`src/rtl/sqrt_f.sv`:
```
// sqrt_f: iterative digit-by-digit square root, UQ7.24 in, UQ4.13 out, one root bit per clock.
// Optional SQRT_F_ROUND_EN selects round-to-nearest instead of truncation.
`default_nettype none

module sqrt_f (
    input  logic        clk,
    input  logic        rst,
    input  logic [30:0] e,
    input  logic        e_valid,
    output logic        e_ready,
    output logic [16:0] f,
    output logic        f_valid,
    input  logic        f_ready,
    output logic        busy
);

    typedef enum logic [1:0] {
        IDLE = 2'd0,
        CALC = 2'd1,
        DONE = 2'd2
    } state_t;

    state_t      state;
    logic [33:0] rad;
    logic [16:0] q;
    logic [18:0] rem;
    logic [4:0]  cnt;

    logic [20:0] shifted;
    logic [21:0] trial;
    logic        take;
    logic [16:0] q_next;
    logic [18:0] rem_next;
    logic [16:0] f_load;

    always_comb begin
        shifted  = {rem, rad[33:32]};
        trial    = {1'b0, shifted} - {3'b000, q, 2'b01};
        take     = ~trial[21];
        q_next   = {q[15:0], take};
        // Remainder never exceeds 2*q, so 19 bits always hold it.
        rem_next = take ? trial[18:0] : shifted[18:0];
    end

`ifdef SQRT_F_ROUND_EN
    logic round_up;
    always_comb begin
        round_up = rem_next > {2'b00, q_next};
        if (round_up && (q_next != 17'h1FFFF))
            f_load = q_next + 17'd1;
        else
            f_load = q_next;
    end
`else
    assign f_load = q_next;
`endif

    always_ff @(posedge clk or negedge rst) begin
        if (!rst) begin
            state   <= IDLE;
            e_ready <= 1'b1;
            f_valid <= 1'b0;
            f       <= '0;
            busy    <= 1'b0;
            cnt     <= '0;
            rad     <= '0;
            q       <= '0;
            rem     <= '0;
        end else begin
            case (state)
                IDLE: begin
                    if (e_valid) begin
                        rad     <= {1'b0, e, 2'b00};
                        q       <= '0;
                        rem     <= '0;
                        cnt     <= 5'd16;
                        state   <= CALC;
                        e_ready <= 1'b0;
                        busy    <= 1'b1;
                    end
                end
                CALC: begin
                    rad <= {rad[31:0], 2'b00};
                    q   <= q_next;
                    rem <= rem_next;
                    if (cnt == 5'd0) begin
                        state   <= DONE;
                        busy    <= 1'b0;
                        f_valid <= 1'b1;
                        f       <= f_load;
                    end else begin
                        cnt <= cnt - 5'd1;
                    end
                end
                DONE: begin
                    if (f_ready) begin
                        state   <= IDLE;
                        f_valid <= 1'b0;
                        e_ready <= 1'b1;
                    end
                end
                default: begin
                    state   <= IDLE;
                    e_ready <= 1'b1;
                    f_valid <= 1'b0;
                    busy    <= 1'b0;
                end
            endcase
        end
    end

endmodule

`default_nettype wire

```
`config.mk`:
```
export PLATFORM = sky130hd
export DESIGN_NAME = sqrt_f
export DESIGN_NICKNAME = d
export VERILOG_FILES = /design/src/rtl/sqrt_f.sv
export SDC_FILE = /design/constraint.sdc
export NUM_CORES = 1
export LEC_CHECK = 0
export BUFFER_PORTS_ARGS = -buffer_cell sky130_fd_sc_hd__buf_2
export CAP_MARGIN = 20
export CORE_MARGIN = 2
export CORE_UTILIZATION = 55
export CTS_CLUSTER_DIAMETER = 40
export CTS_CLUSTER_SIZE = 12
export DETAILED_ROUTE_END_ITERATION = 7
export PLACE_DENSITY = 0.81
export REMOVE_ABC_BUFFERS = 1
export SLEW_MARGIN = 5
export SYNTH_ARGS = -nofsm -noshare
export SYNTH_HDL_FRONTEND = slang
export SYNTH_SLANG_ARGS = --single-unit
```
`constraint.sdc`:
```
create_clock -name clk -period 5.63 [get_ports clk]
set_clock_uncertainty 0.15 [all_clocks]
set_input_delay 0.2815 -clock clk [delete_from_list [all_inputs] [get_ports clk]]
set_output_delay 0.2815 -clock clk [all_outputs]
set_load 0.1 [all_outputs]
```
# Word-level counts from Yosys, hierarchy flattened
# Cells that the tools add are included.
dict set report word_totals {
  reg_bits 97
  input_bits 35
  output_inout_bits 20
  wordCells 54
}
dict set report classes {
  add_sub_neg 2
  eq_ne 6
  n_mux 23
  bitwise_logic 4
  n_reduce_logical 10
}
# operator n
set ops {}
lappend ops {{case mux 34 bit (2 select lines)} 1}
lappend ops {{two-way mux 19 bit} 2}
lappend ops {{case mux 19 bit (2 select lines)} 1}
lappend ops {{two-way mux 34 bit} 1}
lappend ops {{case mux 17 bit (2 select lines)} 1}
lappend ops {{subtractor 21 x 19 -> 22 bit} 1}
lappend ops {{two-way mux 17 bit} 1}
lappend ops {{AND reduction 3 bit} 5}
lappend ops {{two-way mux 5 bit} 2}
lappend ops {{case mux 5 bit (2 select lines)} 1}
lappend ops {{case mux 1 bit (3 select lines)} 3}
lappend ops {{inequality test 2 bit (second input constant)} 4}
lappend ops {{two-way mux 1 bit} 6}
lappend ops {{two-way mux 2 bit} 3}
lappend ops {{case mux 2 bit (3 select lines)} 1}
lappend ops {{logical NOT 5 bit} 1}
lappend ops {{subtractor 5 x 1 -> 5 bit (second input constant)} 1}
lappend ops {{inverter 1 bit} 4}
lappend ops {{AND reduction 2 bit} 2}
lappend ops {{equality test 2 x 1 -> 1 bit (second input constant)} 1}
lappend ops {{equality test 2 bit (second input constant)} 1}
lappend ops {{logical NOT 2 bit} 1}
lappend ops {{nonzero test 2 bit} 1}

# Logic depth before layout (Yosys ltp)
# Gate-level depths: netlist of run 1.
dict set report depth {
  ltp_word 3
  ltp_mapped 11
}

# Worst setup path after synthesis of run 1
# Ideal clock, no wire load.
dict set report synth_timing {
  kind {register -> register}
  from {reg q[8]}
  to {reg rem[10]}
  t_arrival_ns 2.066
  required_time_ns 5.362
  slack_ns 3.296
  stages_incl_launch_ff 12
  n_path_buf 3
  path_cell_list {dfrtp_1 > inv_1 > ha_1 > buf_4 > and4_1 > and3_1 > a32oi_2 > o211a_1 > buf_6 > buf_8 > a31oi_1 > a21o_1}
}
dict set report synth_via {
  elab_chain_len 3
}
# item line
set synth_lines {}
lappend synth_lines {{start: declaration} 25} ;# logic [16:0] q;
lappend synth_lines {{start signal: assignment} 84} ;# q <= q_next;
lappend synth_lines {{subtractor 21 x 19 -> 22 bit} 38} ;# trial = {1'b0, shifted} - {3'b000, q, 2'b01};
lappend synth_lines {{two-way mux 19 bit} 42} ;# rem_next = take ? trial[18:0] : shifted[18:0];
lappend synth_lines {{case mux 19 bit (2 select lines)} 70} ;# case (state)
lappend synth_lines {{end signal: assignment} 85} ;# rem <= rem_next;
lappend synth_lines {{end: declaration} 26} ;# logic [18:0] rem;
# No other way between the ends.
# A chain may end at the register's enable or synchronous reset.

# Final worst setup path of run 1
dict set report layout_timing {
  from {reg rem[8]}
  to {reg rem[1]}
}
dict set report layout_via {
  elab_chain_len 3
}
# item line
set layout_lines {}
lappend layout_lines {{subtractor 21 x 19 -> 22 bit} 38}
lappend layout_lines {{two-way mux 19 bit} 42}
lappend layout_lines {{case mux 19 bit (2 select lines)} 70}
# No other way between the ends.

==> summary.md, run 1 <==
| Metric | Value |
|---|---|
| Vias in the first global route | `4058` |
| RSZ-0062 raised after global routing | `no` |
| Die width | `101 um` |
| Status | `completed` |
| Gpl congestion | `0.941` |
| CP top delay family | `compound AO/OA/AOI/OAI gates` |
| Final Hold Viols | `0` |
| CTS H-Tree Depth | `3` |
| Max Cap Viol | `0` |
| CP endpoint kind | `flip-flop` |
| Initial antenna violation count | `0` |
| Cells after Synth | `553` |
| Critical path cell sequence | `ha_1, a21oi_1, o221ai_1, a32oi_2, o211a_1, mux2i_1, a22o_1` |
| Mapped Area | `5170 um2` |
| Area of placed instances | `5460 um2` |
| Die Span Y | `101 um` |
| Fill cells | `794` |
| Max transition margin | `33.5%` |
| Post-route minimum period | `3110 ps` |
| CTS Root Buffer Type | `clkbuf_8` |
| CTS Buf Count | `9` |
| GRT Util Overall | `22.3%` |
| Largest net degree at the start of global routing | `73` |
| Setup violations, final | `0` |
| DR vias/cell | `5.76` |
| Die area | `10200 um2` |
| Half-perimeter wire length after placement | `7.20 mm` |
| CP Buf/Inv Count | `0` |
| Ys async rst share | `100%` |
| First-pass GRT wire length | `18.5 mm` |
| Post-CTS setup repair buffer count | `0` |
| Number of library cell types mapped by synthesis | `60` |
| Diode count | `0` |
| Xor-xnor portion of the synthesized cell area | `2.03%` |
| Routed WL per cell | `14.9 um` |
| Ys flop type | `dfrtp_1` |
| GRT overflow | `0` |
| Mux contribution to synthesized area | `7.02%` |
| Vias | `4058` |
| Row cnt | `35` |
| EDFF count, synth | `0` |
| Post-CTS sizing | `0` |
| Worst-margin pin slew | `995 ps` |
| DRT Pass-1 Iters | `4` |
| Critical Path Max Stage Delay | `810 ps` |
| YS warnings | `0` |
| Clk slew on worst S/H paths | `90 ps` |
| CP Max Fanout | `26` |
| Core region area | `9200 um2` |
| DRT iter0 DRCs | `215` |
| Nets | `644` |
| Port buffer count | `54` |
| Synth Area in Compound Gates | `20.4%` |
| Max Clk Rate | `0.321 GHz` |
| CTS Sinks | `95` |
| Num ports | `55` |
| Share of layout cells above drive strength 1 | `14.6%` |
| Worst Path Arrival | `3210 ps` |
| Startpoint Class | `flip-flop` |
| Simple-gate share of the synthesized area | `14.7%` |
| Worst EP required | `5730 ps` |
| Clock buffer depth | `2` |
| Area share of fa/ha/maj cells after synthesis | `4.84%` |
| DRC Markers | `0` |
| Area Overhead vs Synth | `10.1%` |
| Flops & latches, synth | `95` |
| Critical path's slowest cell | `o211a_1` |
| Clk Latency, worst-skew pair | `360 ps` |
| Largest family of logic cells by synthesized area | `compound AO/OA/AOI/OAI gates` |
| CTS tree | `yes` |
| Worst Hold Class | `primary input to flip-flop` |
| Final ANT Viol Nets | `0` |
| Routed WL | `10.5 mm` |
| Tcrit/Tclk final | `55.3%` |
| Pins over their slew limit | `0` |
| Register area share after synthesis | `46.0%` |
| Hold_buf cts | `1` |
| Avg Cell Area, Syn | `9.35 um2` |
| Setup CP Type | `flip-flop to flip-flop` |
| Final instance area | `5690 um2` |
| Starting Density | `56.2%` |
| Setup Total Neg Slack | `0 ps` |
cells by family (layout without fill, tap and decap cells):
family,after synthesis,count (layout)
AO/OA/AOI/OAI,162,162
XOR/XNOR,12,12
adder cells (fa/ha/maj),20,20
buffers and inverters,59,100
flip-flops,95,95
multiplexers,36,36
AND/OR/NAND/NOR,169,169
registers in the layout (all words and copies together), names as in the netlist:
register,count
rad,32
rem,19
f,17
q,17
cnt,5
state,2
busy,1
e_ready,1
f_valid,1
synth_stat cells (all sizes together), types with 2 or more instances:
cell type	number	area share [%]
nand2	102	7.4
dfrtp	94	46
o21ai	88	8.5
mux2i	34	6.6
inv	25	1.8
clkbuf	21	1.5
ha	20	4.8
a21oi	19	1.9
buf	13	1.6
nand3	12	1.2
nor2	12	0.87
nor3	9	0.87
xnor2	9	1.5
nand2b	8	0.97
nor2b	8	0.97
a32oi	7	1.3
o311ai	7	1.6
or3	6	0.73
a22o	5	0.85
o211ai	5	1.3
a21o	4	0.58
o31ai	4	0.58
a31oi	3	0.36
o21a	3	0.44
xor2	3	0.51
a2111oi	2	0.34
and2	2	0.24
mux2	2	0.44
nand3b	2	0.29
nand4	2	0.24
nor4	2	0.24
o221ai	2	0.34
worst reg2reg max path, stage by stage, from the launching register on:
cell,delay [ps]
dfrtp_1,430
ha_1,420
a21oi_1,280
o221ai_1,240
a32oi_2,290
o211a_1,810
mux2i_1,180
a22o_1,210
layout make-up:
type | count | area (um2) | area share, %
Clock buffer | 10 | 128 | 2.24
Timing Repair Buffer | 59 | 313 | 5.49
Inverter | 25 | 93.8 | 1.65
Clock inverter | 6 | 91.3 | 1.60
Multi-Input combinational cell | 399 | 2550 | 44.8
Tap cell | 111 | 139 | 2.44
Sequential cell | 95 | 2380 | 41.8
placed cells by master (no fill, tap or decap), drive strengths merged, types with 3 or more instances in the layout:
cell type,instances
a21o,4
dfrtp,94
a32oi,7
nor3,9
buf,58
o31ai,4
o211ai,5
nand2b,8
clkbuf,10
xor2,3
nand3,12
o21ai,88
a21oi,19
or3,6
o311ai,7
ha,20
o21a,3
a31oi,3
a22o,5
nor2,12
inv,28
xnor2,9
mux2i,34
nor2b,8
nand2,102
stage by stage:
step | cells | utilization [%] | hold WS, ps | setup WS, ps
4_1_cts | 705 | 61.9 | 12.3 | 2550
5_1_grt | 705 | 61.9 | 47.9 | 2300
3_3_place_gp | 688 | 59.4 | 138 | 2690
3_5_place_dp | 688 | 59.4 | 144 | 2590
6_report | 705 | 61.9 | 28.3 | 2520
2_1_floorplan | 519 | - | -164 | 554
per-layer routing:
layer  vias up  wire length [um]  track usage (%)  part of all wire (%)
li1       2023                 -                -                     -
met1      1936              4700             29.1                    45
met4         0                57             5.72                  0.54
met5         -                 0                0                     0
met3         6               513             4.85                   4.9
met2        93              5240             37.9                    50
final timing paths:
kind	cells after the start	from	slack, ps	to
worst max register to register	7	rem[8]	2520	rem[1]
worst min register to register	2	f[10]	330	f[10]
max in group asynchronous	3	rst	3980	rem[11]
min in group asynchronous	2	rst	270	f[11]
worst min-delay path	3	f_ready	30	e_ready
worst max-delay path	7	rem[8]	2520	rem[1]
Power of run 1 is not shown: default switching activity piles up to over one toggle a cycle in this logic, so the estimate is an artifact.
==> run 2: changes to the inputs <==
clock period = 3.2 ns   (was 5.63 ns; I/O delays follow)
==> run 2 against run 1 <==
Critical path depth increased by 1. Via count increased by 7.1%. Global-route usage increased by 2.4 points. Sequential share of layout area decreased by 2.8 points. Routed wire length increased by 12%. Largest cell class unchanged. Critical endpoint is now rem[16]. Sequential cell count unchanged. Maximum frequency increased by 14%.
==> summary.md, run 2 (same netlist as run 1, synthesis figures left out) <==
| Metric | Value |
|---|---|
| Status | `completed` |
| CP endpoint kind | `flip-flop` |
| R2R Path End | `rem[16]` |
| Critical path cell sequence | `ha_1, a21oi_1, o221ai_1, a32oi_2, o211a_1, buf_4, a2111oi_0, a21oi_1` |
| Die area | `10200 um2 (unchanged)` |
| CTS tree | `yes` |
| Hold_buf cts | `32 (+31)` |
| Dpl ws | `531 ps (-2060 ps)` |
| Worst Path Arrival | `2830 ps (-380 ps)` |
| Biggest regs | `rad (32), rem (19)` |
| Setup CP Type | `flip-flop to flip-flop` |
| Nets | `683 (+6.1%)` |
| Tcrit/Tclk final | `85.5% (+30 points)` |
| Post-CTS setup repair buffer count | `0 (unchanged)` |
| Post-CTS sizing | `0 (unchanged)` |
| Post-route minimum period | `2740 ps (-375 ps)` |
| Util after Layout | `66.4% (+4.5 points)` |
| Worst EP required | `3290 ps (-2440 ps)` |
| Num ports | `55 (unchanged)` |
| Worst-margin pin slew | `743 ps (-252 ps)` |
| DRT iter0 DRCs | `188 (-13%)` |
| Port buffer count | `54 (unchanged)` |
| Largest net degree at the start of global routing | `57 (-22%)` |
| Die Span Y | `101 um (unchanged)` |
| Most frequent cells in the layout | `nand2_1 (102), dfrtp_1 (94), o21ai_0 (87), buf_2 (53), mux2i_1 (34)` |
| GRT overflow | `0 (unchanged)` |
| Vias in the first global route | `4241 (+4.5%)` |
| Critical Path Max Stage Delay | `460 ps (-350 ps)` |
| CTS Root Buffer Type | `clkbuf_8` |
| First-pass GRT wire length | `20.1 mm (+9.0%)` |
| Final setup margin | `463 ps (-2060 ps)` |
| Stages on worst setup path | `8 (+1)` |
| Top reg by flops | `rad` |
| Max reg flops | `32 (unchanged)` |
| Commonest non-fill, non-tap cell in the layout | `nand2_1` |
| Max Clk Rate | `0.365 GHz (+14%)` |
| Reg-to-Reg Start | `rem[8]` |
| Row cnt | `35 (unchanged)` |
| CP Buf/Inv Count | `1 (+1)` |
| Starting Density | `56.2% (unchanged)` |
| CP most frequent cell | `a21oi_1` |
| CTS H-Tree Depth | `3 (unchanged)` |
| Reg area | `2380 um2 (unchanged)` |
| Routed WL | `11.8 mm (+12%)` |
| Vias | `4348 (+7.1%)` |
| CTS Buf Count | `9 (unchanged)` |
| Clk slew on worst S/H paths | `100 ps (about the same)` |
| End point of the critical path | `rem[16]` |
| CP Launch Point | `rem[8]` |
| Startpoint Class | `flip-flop` |
| Fill cells | `696 (-12%)` |
| Final Hold Viols | `0 (unchanged)` |
| RSZ-0062 raised after global routing | `no` |
| Max Cap Viol | `0 (unchanged)` |
| Hold path cells | `4 (+1)` |
| Max transition margin | `50.3% (+17 points)` |
| Core region area | `9200 um2 (unchanged)` |
| CP Max Fanout | `15 (-42%)` |
| Clk Latency, worst-skew pair | `360 ps (about the same)` |
| Clock buffer depth | `2 (unchanged)` |
| DR vias/cell | `5.84 (+1.5%)` |
| DRT Pass-1 Iters | `5 (+1)` |
| Diode count | `0 (unchanged)` |
| Share of layout cells above drive strength 1 | `14.8% (+0.20 points)` |
| Final ANT Viol Nets | `0 (unchanged)` |
| Critical path's slowest cell | `ha_1` |
| Area Overhead vs Synth | `18.1%` |
| Reg2Reg Setup Slack | `460 ps (-2060 ps)` |
| DRC Markers | `0 (unchanged)` |
| Worst R2R Path Depth | `8 (+1)` |
| Initial antenna violation count | `0 (unchanged)` |
| Worst Hold Class | `primary input to flip-flop` |
| Setup violations, final | `0 (unchanged)` |
| Multi-input logic area | `2550 um2 (unchanged)` |
| Die width | `101 um (unchanged)` |
| GRT Util Overall | `24.7% (+2.4 points)` |
| Pins over their slew limit | `0 (unchanged)` |
| Setup Total Neg Slack | `0 ps (unchanged)` |
| Gpl congestion | `0.919 (-2.3%)` |
| CP top delay family | `compound AO/OA/AOI/OAI gates` |
| CTS Sinks | `95 (unchanged)` |
| Routed WL per cell | `15.8 um (+6.1%)` |
| Half-perimeter wire length after placement | `7.83 mm (+8.7%)` |
[run 2: through the flow]
stage | instances | area (um2) | hold WS (ps)
final | 744 | 6100 | 67.4
after floorplan | 519 | 5000 | -286
after detailed placement | 695 | 5530 | -10.6
after CTS | 743 | 6090 | 10.3
after global routing | 744 | 6100 | 64.2
after global placement | 695 | 5530 | -16.1
[run 2: area by class of cell]
cell class	instances	share of cell area [%]
multi-input combinational	399	41.8
sequential	95	39.0
timing repair buffer	98	11.4
tap	111	2.28
clock buffer	10	2.09
clock inverter	6	1.91
inverter	25	1.54
[run 2: worst min-delay path by stage]
stage          startpoint  endpoint  slack, ps
6_report          e_valid   e_ready         70
5_1_grt           e_valid    rad[3]         60
4_1_cts             e[15]   rad[17]         10
3_5_place_dp          rst      f[0]        -10
3_3_place_gp          rst      f[9]        -20
2_1_floorplan         rst      busy       -290
[run 2: tightest hold or removal path, cell delays in order]
cell	delay (ps)
buf_2	150
nand2b_1	90
a21oi_1	140
nor2_1	50
[run 2: metal layers]
layer  routed length (um)  up-vias  global-route usage [%]
li1                     -     2115                       -
met1                 5320     2103                    33.7
met5                    0        -                       0
met2                 5850      110                    40.9
met4                  163        0                    6.86
met3                  426       20                    4.30
Power of run 2 is left out for the same reason.
